`src/rtl/dac_spi_tx_if.sv`:
```
// Register-file side of the DAC transmitter: setpoint writes and combinational readback.
interface dac_spi_tx_if;
  logic [15:0] reg_waddr;
  logic [31:0] reg_wdata;
  logic        reg_wen;
  logic [15:0] reg_raddr;
  logic [31:0] reg_rdata;

  modport master (
    output reg_waddr, reg_wdata, reg_wen, reg_raddr,
    input  reg_rdata
  );

  modport slave (
    input  reg_waddr, reg_wdata, reg_wen, reg_raddr,
    output reg_rdata
  );
endinterface

```
`src/rtl/dac_spi_tx.sv`:
```
// Quad setpoint holder that shifts a 96-bit frame to a daisy chain of four SPI DACs.
// Writes made while a frame is in flight coalesce into a single follow-up frame.
module dac_spi_tx #(
  parameter logic [3:0] CMD     = 4'b0011,
  parameter int         CS_HOLD = 4
) (
  input  logic         clk,
  input  logic         reset,
  dac_spi_tx_if.slave  bus,
  output logic         sclk,
  output logic         csn,
  output logic         mosi,
  output logic         busy
);

  typedef enum logic [1:0] {IDLE, SHIFT_LO, SHIFT_HI, HOLD} state_t;

  state_t       state_reg, state_next;
  logic [15:0]  val_reg [4];
  logic         pending_reg;
  logic [95:0]  shift_reg, shift_next;
  logic [6:0]   bit_reg, bit_next;
  logic [7:0]   hold_reg, hold_next;
  logic         csn_reg, csn_next;
  logic         sclk_reg, sclk_next;
  logic         mosi_reg, mosi_next;
  logic         load;
  logic [95:0]  frame;

  logic [3:0]   waxis, raxis;
  logic         wr_hit;
  logic [1:0]   ridx;

  assign waxis  = bus.reg_waddr[7:4];
  assign raxis  = bus.reg_raddr[7:4];
  assign wr_hit = bus.reg_wen && (waxis >= 4'd1) && (waxis <= 4'd4);
  assign ridx   = 2'(raxis - 4'd1);

  logic unused_bits;
  assign unused_bits = ^{bus.reg_waddr[15:8], bus.reg_waddr[3:0], bus.reg_wdata[31:16],
                         bus.reg_raddr[15:8], bus.reg_raddr[3:0]};

  // Word for axis N sits at bits [24N-1 -: 24], so axis 4 leaves first and reaches the far DAC.
  genvar gi;
  generate
    for (gi = 0; gi < 4; gi++) begin : g_word
      assign frame[24*gi +: 24] = {CMD, 4'b0000, val_reg[gi]};
    end
  endgenerate

  always_comb begin
    bus.reg_rdata = 32'h0000_0000;
    if ((raxis >= 4'd1) && (raxis <= 4'd4))
      bus.reg_rdata = {16'h0000, val_reg[ridx]};
  end

  always_ff @(posedge clk) begin
    if (reset) begin
      for (int i = 0; i < 4; i++) val_reg[i] <= 16'h8000;
    end else if (wr_hit) begin
      val_reg[2'(waxis - 4'd1)] <= bus.reg_wdata[15:0];
    end
  end

  // Reset leaves pending set so a midscale frame goes out right after reset; a write beats a load.
  always_ff @(posedge clk) begin
    if (reset)       pending_reg <= 1'b1;
    else if (wr_hit) pending_reg <= 1'b1;
    else if (load)   pending_reg <= 1'b0;
  end

  always_comb begin
    state_next = state_reg;
    shift_next = shift_reg;
    bit_next   = bit_reg;
    hold_next  = hold_reg;
    csn_next   = csn_reg;
    sclk_next  = sclk_reg;
    mosi_next  = mosi_reg;
    load       = 1'b0;
    unique case (state_reg)
      IDLE: begin
        if (pending_reg) begin
          load       = 1'b1;
          shift_next = frame;
          bit_next   = 7'd95;
          csn_next   = 1'b0;
          sclk_next  = 1'b0;
          mosi_next  = frame[95];
          state_next = SHIFT_LO;
        end
      end
      SHIFT_LO: begin
        sclk_next  = 1'b1;
        state_next = SHIFT_HI;
      end
      SHIFT_HI: begin
        sclk_next = 1'b0;
        if (bit_reg == 7'd0) begin
          csn_next   = 1'b1;
          mosi_next  = 1'b0;
          hold_next  = 8'(CS_HOLD - 1);
          state_next = HOLD;
        end else begin
          bit_next   = bit_reg - 7'd1;
          shift_next = {shift_reg[94:0], 1'b0};
          mosi_next  = shift_reg[94];
          state_next = SHIFT_LO;
        end
      end
      HOLD: begin
        if (hold_reg == 8'd0) state_next = IDLE;
        else                  hold_next  = hold_reg - 8'd1;
      end
      default: state_next = IDLE;
    endcase
  end

  always_ff @(posedge clk) begin
    if (reset) begin
      state_reg <= IDLE;
      shift_reg <= '0;
      bit_reg   <= '0;
      hold_reg  <= '0;
      csn_reg   <= 1'b1;
      sclk_reg  <= 1'b0;
      mosi_reg  <= 1'b0;
    end else begin
      state_reg <= state_next;
      shift_reg <= shift_next;
      bit_reg   <= bit_next;
      hold_reg  <= hold_next;
      csn_reg   <= csn_next;
      sclk_reg  <= sclk_next;
      mosi_reg  <= mosi_next;
    end
  end

  assign csn  = csn_reg;
  assign sclk = sclk_reg;
  assign mosi = mosi_reg;
  assign busy = (state_reg != IDLE);

endmodule
```
`src/flat_wrapper.sv`:
```
// flat-port wrapper written by rule: the top's interface ports become plain ports
module dac_spi_tx_flat 
#(
  parameter logic [3:0] CMD     = 4'b0011,
  parameter int         CS_HOLD = 4
)
  (clk, reset, sclk, csn, mosi, busy, bus_reg_waddr, bus_reg_wdata, bus_reg_wen, bus_reg_raddr, bus_reg_rdata);
  dac_spi_tx_if bus_i ();
  input  logic clk;
  input  logic reset;
  output logic sclk;
  output logic csn;
  output logic mosi;
  output logic busy;
  input wire logic [$bits(bus_i.reg_waddr)-1:0] bus_reg_waddr;
  input wire logic [$bits(bus_i.reg_wdata)-1:0] bus_reg_wdata;
  input wire logic [$bits(bus_i.reg_wen)-1:0] bus_reg_wen;
  input wire logic [$bits(bus_i.reg_raddr)-1:0] bus_reg_raddr;
  output wire logic [$bits(bus_i.reg_rdata)-1:0] bus_reg_rdata;
  assign bus_i.reg_waddr = bus_reg_waddr;
  assign bus_i.reg_wdata = bus_reg_wdata;
  assign bus_i.reg_wen = bus_reg_wen;
  assign bus_i.reg_raddr = bus_reg_raddr;
  assign bus_reg_rdata = bus_i.reg_rdata;
  dac_spi_tx #(.CMD(CMD), .CS_HOLD(CS_HOLD)) u_core (.clk(clk), .reset(reset), .bus(bus_i), .sclk(sclk), .csn(csn), .mosi(mosi), .busy(busy));
endmodule
```
`config.mk`:
```
export PLATFORM = sky130hd
export DESIGN_NAME = dac_spi_tx_flat
export DESIGN_NICKNAME = d
export VERILOG_FILES = /design/src/rtl/dac_spi_tx_if.sv /design/src/rtl/dac_spi_tx.sv /design/src/flat_wrapper.sv
export SDC_FILE = /design/constraint.sdc
export NUM_CORES = 1
export LEC_CHECK = 0
export ABC_AREA = 1
export BUFFER_PORTS_ARGS = -buffer_cell sky130_fd_sc_hd__buf_2
export CAP_MARGIN = 10
export CORE_MARGIN = 3
export CORE_UTILIZATION = 58
export CTS_CLUSTER_DIAMETER = 80
export CTS_CLUSTER_SIZE = 30
export DETAILED_ROUTE_END_ITERATION = 8
export PLACE_DENSITY = 0.86
export SYNTH_ARGS = -nofsm -noshare
export SYNTH_HDL_FRONTEND = slang
export SYNTH_SLANG_ARGS = --single-unit
```
`constraint.sdc`:
```
create_clock -name clk -period 2.2 [get_ports clk]
set_input_delay 0.22 -clock clk [delete_from_list [all_inputs] [get_ports clk]]
set_output_delay 0.22 -clock clk [all_outputs]
set_load 0.01 [all_outputs]
```
### After elaboration in Yosys (flattened, before gate mapping)

Memories as Yosys holds them, arrays and structs flattened.
Cells that the tools add are included.

| storage, ports and cells | value |
|---|---|
| register bits | 116 |
| latch bits | 0 |
| RAM bits | 64 |
| ROM bits | 0 |
| input bits | 67 |
| output and inout port bits | 36 |
| word-level logic and storage cells | 73 |
| memories | 1 |

| cells by class | value |
|---|---|
| add/subtract/negate cells | 4 |
| multiply operators | 0 |
| divide/modulo/power cells | 0 |
| order comparisons | 4 |
| equality and inequality tests | 8 |
| shift-type cells | 0 |
| multiplexer cells | 30 |
| bitwise operators | 0 |
| reductions and logical operators | 18 |

Memory list:

| memory | depth | bits a word | rd ports | clocked after Yosys merged registers in | wr ports | RTL line | source |
|---|---|---|---|---|---|---|---|
| u_core.val_reg | 4 | 16 | 5 | 0 | 4 | dac_spi_tx.sv:19 | `logic [15:0] val_reg [4];` |

Operators with widths:

| operator | count |
|---|---|
| two-way mux 95 bit | 2 |
| one-hot mux 95 bit (2 select lines) | 1 |
| two-way mux 16 bit | 2 |
| two-way mux 8 bit | 2 |
| one-hot mux 8 bit (2 select lines) | 1 |
| OR reduction 16 bit | 1 |
| two-way mux 7 bit | 2 |
| one-hot mux 7 bit (2 select lines) | 1 |
| two-way mux 1 bit | 11 |
| AND reduction 3 bit | 3 |
| >= comparator 4 x 1 -> 1 bit, second input constant | 2 |
| <= comparator 4 x 3 -> 1 bit, second input constant | 2 |
| logical NOT 8 bit | 1 |
| two-way mux 2 bit | 4 |
| one-hot mux 2 bit (4 select lines) | 1 |
| subtractor 8 x 1 -> 8 bit, second input constant | 1 |
| logical NOT 7 bit | 1 |
| subtractor 7 x 1 -> 7 bit, second input constant | 1 |
| inequality test 2 x 1 -> 1 bit, second input constant | 3 |
| AND reduction 2 bit | 3 |
| nonzero test 2 bit | 3 |
| == test 2 bit, second input constant | 2 |
| inequality test 2 bit, second input constant | 2 |
| one-hot mux 1 bit (2 select lines) | 2 |
| 7 further kinds | 10 |

### Depth between registers and ports, before layout

| logic depth | value |
|---|---|
| depth after elaboration | 8 |
| gate-level depth with buffers | 12 |
| gate-level depth less buffers | 10 |

### Worst setup path after synthesis

OpenSTA, ideal clock, no wires.

| timing path | value |
|---|---|
| path kind | in2reg |
| start | input port bus_reg_waddr[4] |
| end | memory u_core.val_reg[0][0] (enable) |
| setup time | 372 ps |
| data arrival time | 1661 ps |
| data required time | 1828 ps |
| path slack | 167 ps |
| cell stages on the path | 9 |
| buffers on the path | 1 |
| path through | inv_1 > ha_1 > nor2_1 > nor3b_4 > nand4_2 > inv_2 > nand2_4 > buf_6 > nand2_1 |

RTL lines:

| what | RTL line | source |
|---|---|---|
| from (decl) | flat_wrapper.sv:15 | `input wire logic [$bits(bus_i.reg_waddr)-1:0] bus_reg_waddr;` |
| to (decl) | dac_spi_tx.sv:19 |  |

### Worst setup path after layout

| timing path | value |
|---|---|
| start | input port bus_reg_raddr[4] |
| end | output port bus_reg_rdata[11] |

| on the way | value |
|---|---|
| cells in the longest elaborated chain, start to end | 3 |
| elaborated cells between the ends (all ways) | 6 |
| classes of those cells | add/sub (1); order compare (2); mux (1); reduce/logical (1); memory (1) |

RTL lines:

| what | RTL line | source |
|---|---|---|
| from (decl) | flat_wrapper.sv:18 | `input wire logic [$bits(bus_i.reg_raddr)-1:0] bus_reg_raddr;` |
| subtractor 2 x 1 -> 2 bit (tied with other cells) | dac_spi_tx.sv:37 | `assign ridx = 2'(raxis - 4'd1);` |
| memory read (4 x 16 bit) / logical AND 1 bit (equally long branches) | -- |  |
| two-way mux 16 bit * | dac_spi_tx.sv:53 | `if ((raxis >= 4'd1) && (raxis <= 4'd4))` |
| to (decl) | flat_wrapper.sv:19 | `output wire logic [$bits(bus_i.reg_rdata)-1:0] bus_reg_rdata;` |

Every way passes the cells marked *; elsewhere a longest branch is shown, timed or not.

==> impl_table.tex <==
\begin{tabular}{lr}
\hline
Metric & Value \\
\hline
\multicolumn{2}{l}{\textbf{Setup path}} \\
Worst path max stage delay & 0.39 ns \\
Cells traversed along the worst timing path & buf\_2 > inv\_1 > ha\_1 > inv\_1 > nor2\_1 > o21ai\_0 > a21oi\_1 > buf\_2 \\
Slowest CP cell & sky130\_fd\_sc\_hd\_\_ha\_1 \\
Arr. time, crit path & 1.85 ns \\
Type of destination of the critical path & output port \\
Required time at the worst-slack endpoint & 1.98 ns \\
Start-to-end type of the worst setup path & input port to output port \\
CP startpoint kind & input port \\
Crit path max fanout & 16 \\
Slack of the worst reg-to-reg path & 0.14 ns \\
\multicolumn{2}{l}{\textbf{Finish}} \\
Largest register FFs & 95 \\
Number of nets in the layout & 1,193 \\
Share of the core filled with cells & 65.82\% \\
Number of fill cells in the layout & 1,096 \\
Ratio of cells with drive above 1 in the final layout & 10.80\% \\
Layout overhead on the synthesized area & 10.56\% \\
Number of inserted diodes & 0 \\
\multicolumn{2}{l}{\textbf{Flow run}} \\
Number of max-capacitance violations reported & 0 \\
\multicolumn{2}{l}{\textbf{STA}} \\
Transition at the pin with the smallest max-transition slack & 0.5679 ns \\
Final critical-path required period & 2.071 ns \\
Worst setup skew after layout & 0.008679 ns \\
Maximum clock frequency & 0.4829 GHz \\
Post-route clock period utilization & 94.13\% \\
Worst path setup slack after routing & 0.1291 ns \\
Final setup vio count & 0 \\
Max-slew violation count & 0 \\
Max-slew headroom & 62.10\% \\
Total negative slack & 0 ns \\
Number of endpoints with negative hold slack in the final report & 0 \\
\multicolumn{2}{l}{\textbf{Yosys}} \\
Synthesized area & 0.008328 sq mm \\
Average cell area after synthesis & 7.647 sq um \\
Yosys top cell by area & sky130\_fd\_sc\_hd\_\_dfxtp\_1 \\
Register area share after synthesis & 50.96\% \\
Seq cells post-synth & 180 \\
Ys Warns & 0 \\
Most instantiated library cell after synthesis & sky130\_fd\_sc\_hd\_\_nor2\_1 \\
Cell count after synthesis & 1,089 \\
Top cell type's share of synthesized area & 27.88\% \\
Count of flip-flops with a built-in enable after synthesis & 64 \\
Number of unique standard cell types used by synthesis & 33 \\
Cells taking the most area after synthesis & sky130\_fd\_sc\_hd\_\_dfxtp\_1 (28\%), sky130\_fd\_sc\_hd\_\_edfxtp\_1 (23\%), sky130\_fd\_sc\_hd\_\_nor2\_1 (13\%), sky130\_fd\_sc\_hd\_\_nand2\_1 (11\%), sky130\_fd\_sc\_hd\_\_o21ai\_0 (7.2\%) \\
Most frequent cells after synthesis & sky130\_fd\_sc\_hd\_\_nor2\_1 (287), sky130\_fd\_sc\_hd\_\_nand2\_1 (254), sky130\_fd\_sc\_hd\_\_o21ai\_0 (119) \\
Fraction of registers with async set or reset after synthesis & 0\% \\
Predominant post-synthesis flop cell & sky130\_fd\_sc\_hd\_\_dfxtp\_1 \\
\multicolumn{2}{l}{\textbf{Floorplan}} \\
Die height & 125.8 um \\
Number of primary I/O pins & 103 \\
Die boundary width & 125.8 um \\
Initial cell density of the core & 59.53\% \\
Total die area & 0.01583 sq mm \\
Number of rows created at floorplan & 43 \\
Core Footprint & 0.01399 sq mm \\
\multicolumn{2}{l}{\textbf{Placement}} \\
Pre-CTS setup slack & 0.1125 ns \\
Half-perimeter wire length after placement & 12.15 mm \\
Number of buffers added on ports & 46 \\
Gp weighted congestion & 0.8537 \\
\multicolumn{2}{l}{\textbf{GRT}} \\
Pin count of the biggest net entering global routing & 89 \\
Total Routing Usage GR & 25.80\% \\
Via count of the first global-routing pass & 6,926 \\
Overall overflow remaining after global route & 0 \\
Antenna violations before repair & 0 \\
Global-route wire length before repair & 33.39 mm \\
\multicolumn{2}{l}{\textbf{CTS}} \\
H-tree lvl count & 4 \\
Sink count of the clock tree & 180 \\
Clock tree from TritonCTS & done \\
Clock slew at reported path FFs & 0.06 ns \\
Num CTS Buffers & 17 \\
Buffer depth of the longest clock path & 2 \\
Clock insertion delay at the later pin of the skew report & 0.43 ns \\
Number of buffers inserted for hold repair after clock tree synthesis & 0 \\
Clock tree root buffer cell & sky130\_fd\_sc\_hd\_\_clkbuf\_16 \\
Number of buffers inserted by post-CTS setup repair & 0 \\
\multicolumn{2}{l}{\textbf{Route}} \\
Vias per Instance & 5.560 \\
Routed wire length per instance & 15.47 um \\
\# DRC & 0 \\
Total length of routed wires & 20.26 mm \\
First-pass iteration count of the detailed router & 5 \\
Drt first-iter violations & 701 \\
Vias & 7,283 \\
Post-route antenna net violation count & 0 \\
\multicolumn{2}{l}{\textbf{Power}} \\
Maximum resistive drop on vdd & 0.7421 mV \\
Leakage power of the design & 4.120 nW \\
Overall power after layout & 9.364 mW \\
Power density normalized to cell area & 1017 mW/mm\^{}2 \\
\multicolumn{2}{l}{\textbf{Run status}} \\
Run status & completed \\
\multicolumn{2}{l}{\textbf{Worst hold path}} \\
HP Class & input port to register \\
\hline
\end{tabular}
[placed cells by master, fill, tap and decap left out, types with 2 or more instances in the layout]
| master | count |
|---|---|
| sky130_fd_sc_hd__clkbuf_1 | 2 |
| sky130_fd_sc_hd__a21oi_1 | 60 |
| sky130_fd_sc_hd__edfxtp_1 | 64 |
| sky130_fd_sc_hd__ha_1 | 9 |
| sky130_fd_sc_hd__clkinv_2 | 4 |
| sky130_fd_sc_hd__o21ai_0 | 119 |
| sky130_fd_sc_hd__buf_2 | 46 |
| sky130_fd_sc_hd__nand4_1 | 5 |
| sky130_fd_sc_hd__nand2_1 | 254 |
| sky130_fd_sc_hd__nand2_2 | 2 |
| sky130_fd_sc_hd__bufinv_16 | 2 |
| sky130_fd_sc_hd__nor2_2 | 2 |
| sky130_fd_sc_hd__xor2_1 | 5 |
| sky130_fd_sc_hd__nor2_4 | 2 |
| sky130_fd_sc_hd__buf_4 | 21 |
| sky130_fd_sc_hd__clkinv_1 | 3 |
| sky130_fd_sc_hd__inv_4 | 2 |
| sky130_fd_sc_hd__clkbuf_8 | 3 |
| sky130_fd_sc_hd__nor2_1 | 287 |
| sky130_fd_sc_hd__o22ai_1 | 4 |
| sky130_fd_sc_hd__conb_1 | 16 |
| sky130_fd_sc_hd__nor3_1 | 2 |
| sky130_fd_sc_hd__nand3_1 | 17 |
| sky130_fd_sc_hd__nand2_4 | 3 |
| sky130_fd_sc_hd__inv_2 | 4 |
| sky130_fd_sc_hd__dfxtp_1 | 116 |
| sky130_fd_sc_hd__inv_1 | 43 |
| sky130_fd_sc_hd__clkbuf_16 | 17 |
| sky130_fd_sc_hd__buf_12 | 5 |
[through the flow]
step                      hold WS [ns]  cells  instance area (sq um)
after floorplan                 0.3810   1104                   8384
after global routing            0.1159   1310                   9208
after CTS                      0.08504   1310                   9204
after global placement          0.4439   1278                   8626
after detailed placement        0.4472   1278                   8626
final                           0.1023   1310                   9208
[area by class of cell]
cell class	instances	area (sq um)	area share, %
well taps	180	225.2	2.446
repair buffers	73	499.2	5.422
inverters	50	192.7	2.093
clock buffers	22	474.2	5.150
multi-input cells	795	3468	37.67
flip-flops and latches	180	4244	46.09
clock inverters	10	103.9	1.128
[routing by layer]
layer	GRT usage [%]	share of wire, %	wire (um)
met1	33.11	40	8188
met2	43.71	50	10080
met3	5.556	7.6	1538
met4	8.580	2.3	460
met5	0	0	0
[cell families (layout without fill, tap and decap cells)]
| group | count (synthesis) | count (layout) | share of synthesized area (%) |
|---|---|---|---|
| compound gates | 187 | 187 | 11.43 |
| buf+inv | 129 | 155 | 8.068 |
| flops | 180 | 180 | 50.96 |
| fa+ha+maj | 9 | 9 | 1.352 |
| simple gates | 578 | 578 | 27.61 |
| xor+xnor | 5 | 5 | 0.5258 |
| other cells | 1 | 16 | 0.04503 |
[worst max-delay path, delay by kind of cell]
family | cells | cell delay, ns
AO/OA/AOI/OAI | 2 | 0.35
adder cells (fa/ha/maj) | 1 | 0.39
buffers and inverters | 4 | 0.63
AND/OR/NAND/NOR | 1 | 0.25
[what timing repair did]
| action | 4_1_cts | 5_1_grt |
|---|---|---|
| gates resized for setup | 0 | 1 |
| setup endpoints to repair | 0 | 37 |
| hold endpoints to repair | 0 | 0 |
[path summary, 6_finish.rpt]
check	cells past startpoint	start	end
min	3	reset	u_core.pending_reg
max reg2reg	11	u_core.bit_reg[0]	u_core.shift_reg[0]
min reg2reg	2	u_core.shift_reg[92]	u_core.shift_reg[92]
max	8	bus_reg_raddr[4]	bus_reg_rdata[11]
[power by group]
group / internal [mW] / switching, mW / leakage (nW)
clock network: 1.75 / 1.25 / 0.285
logic: 0.672 / 1.40 / 2.26
registers: 4.00 / 0.290 / 1.57
total: 6.42 / 2.95 / 4.12
Note: power is estimated with default switching activity, not from simulation.
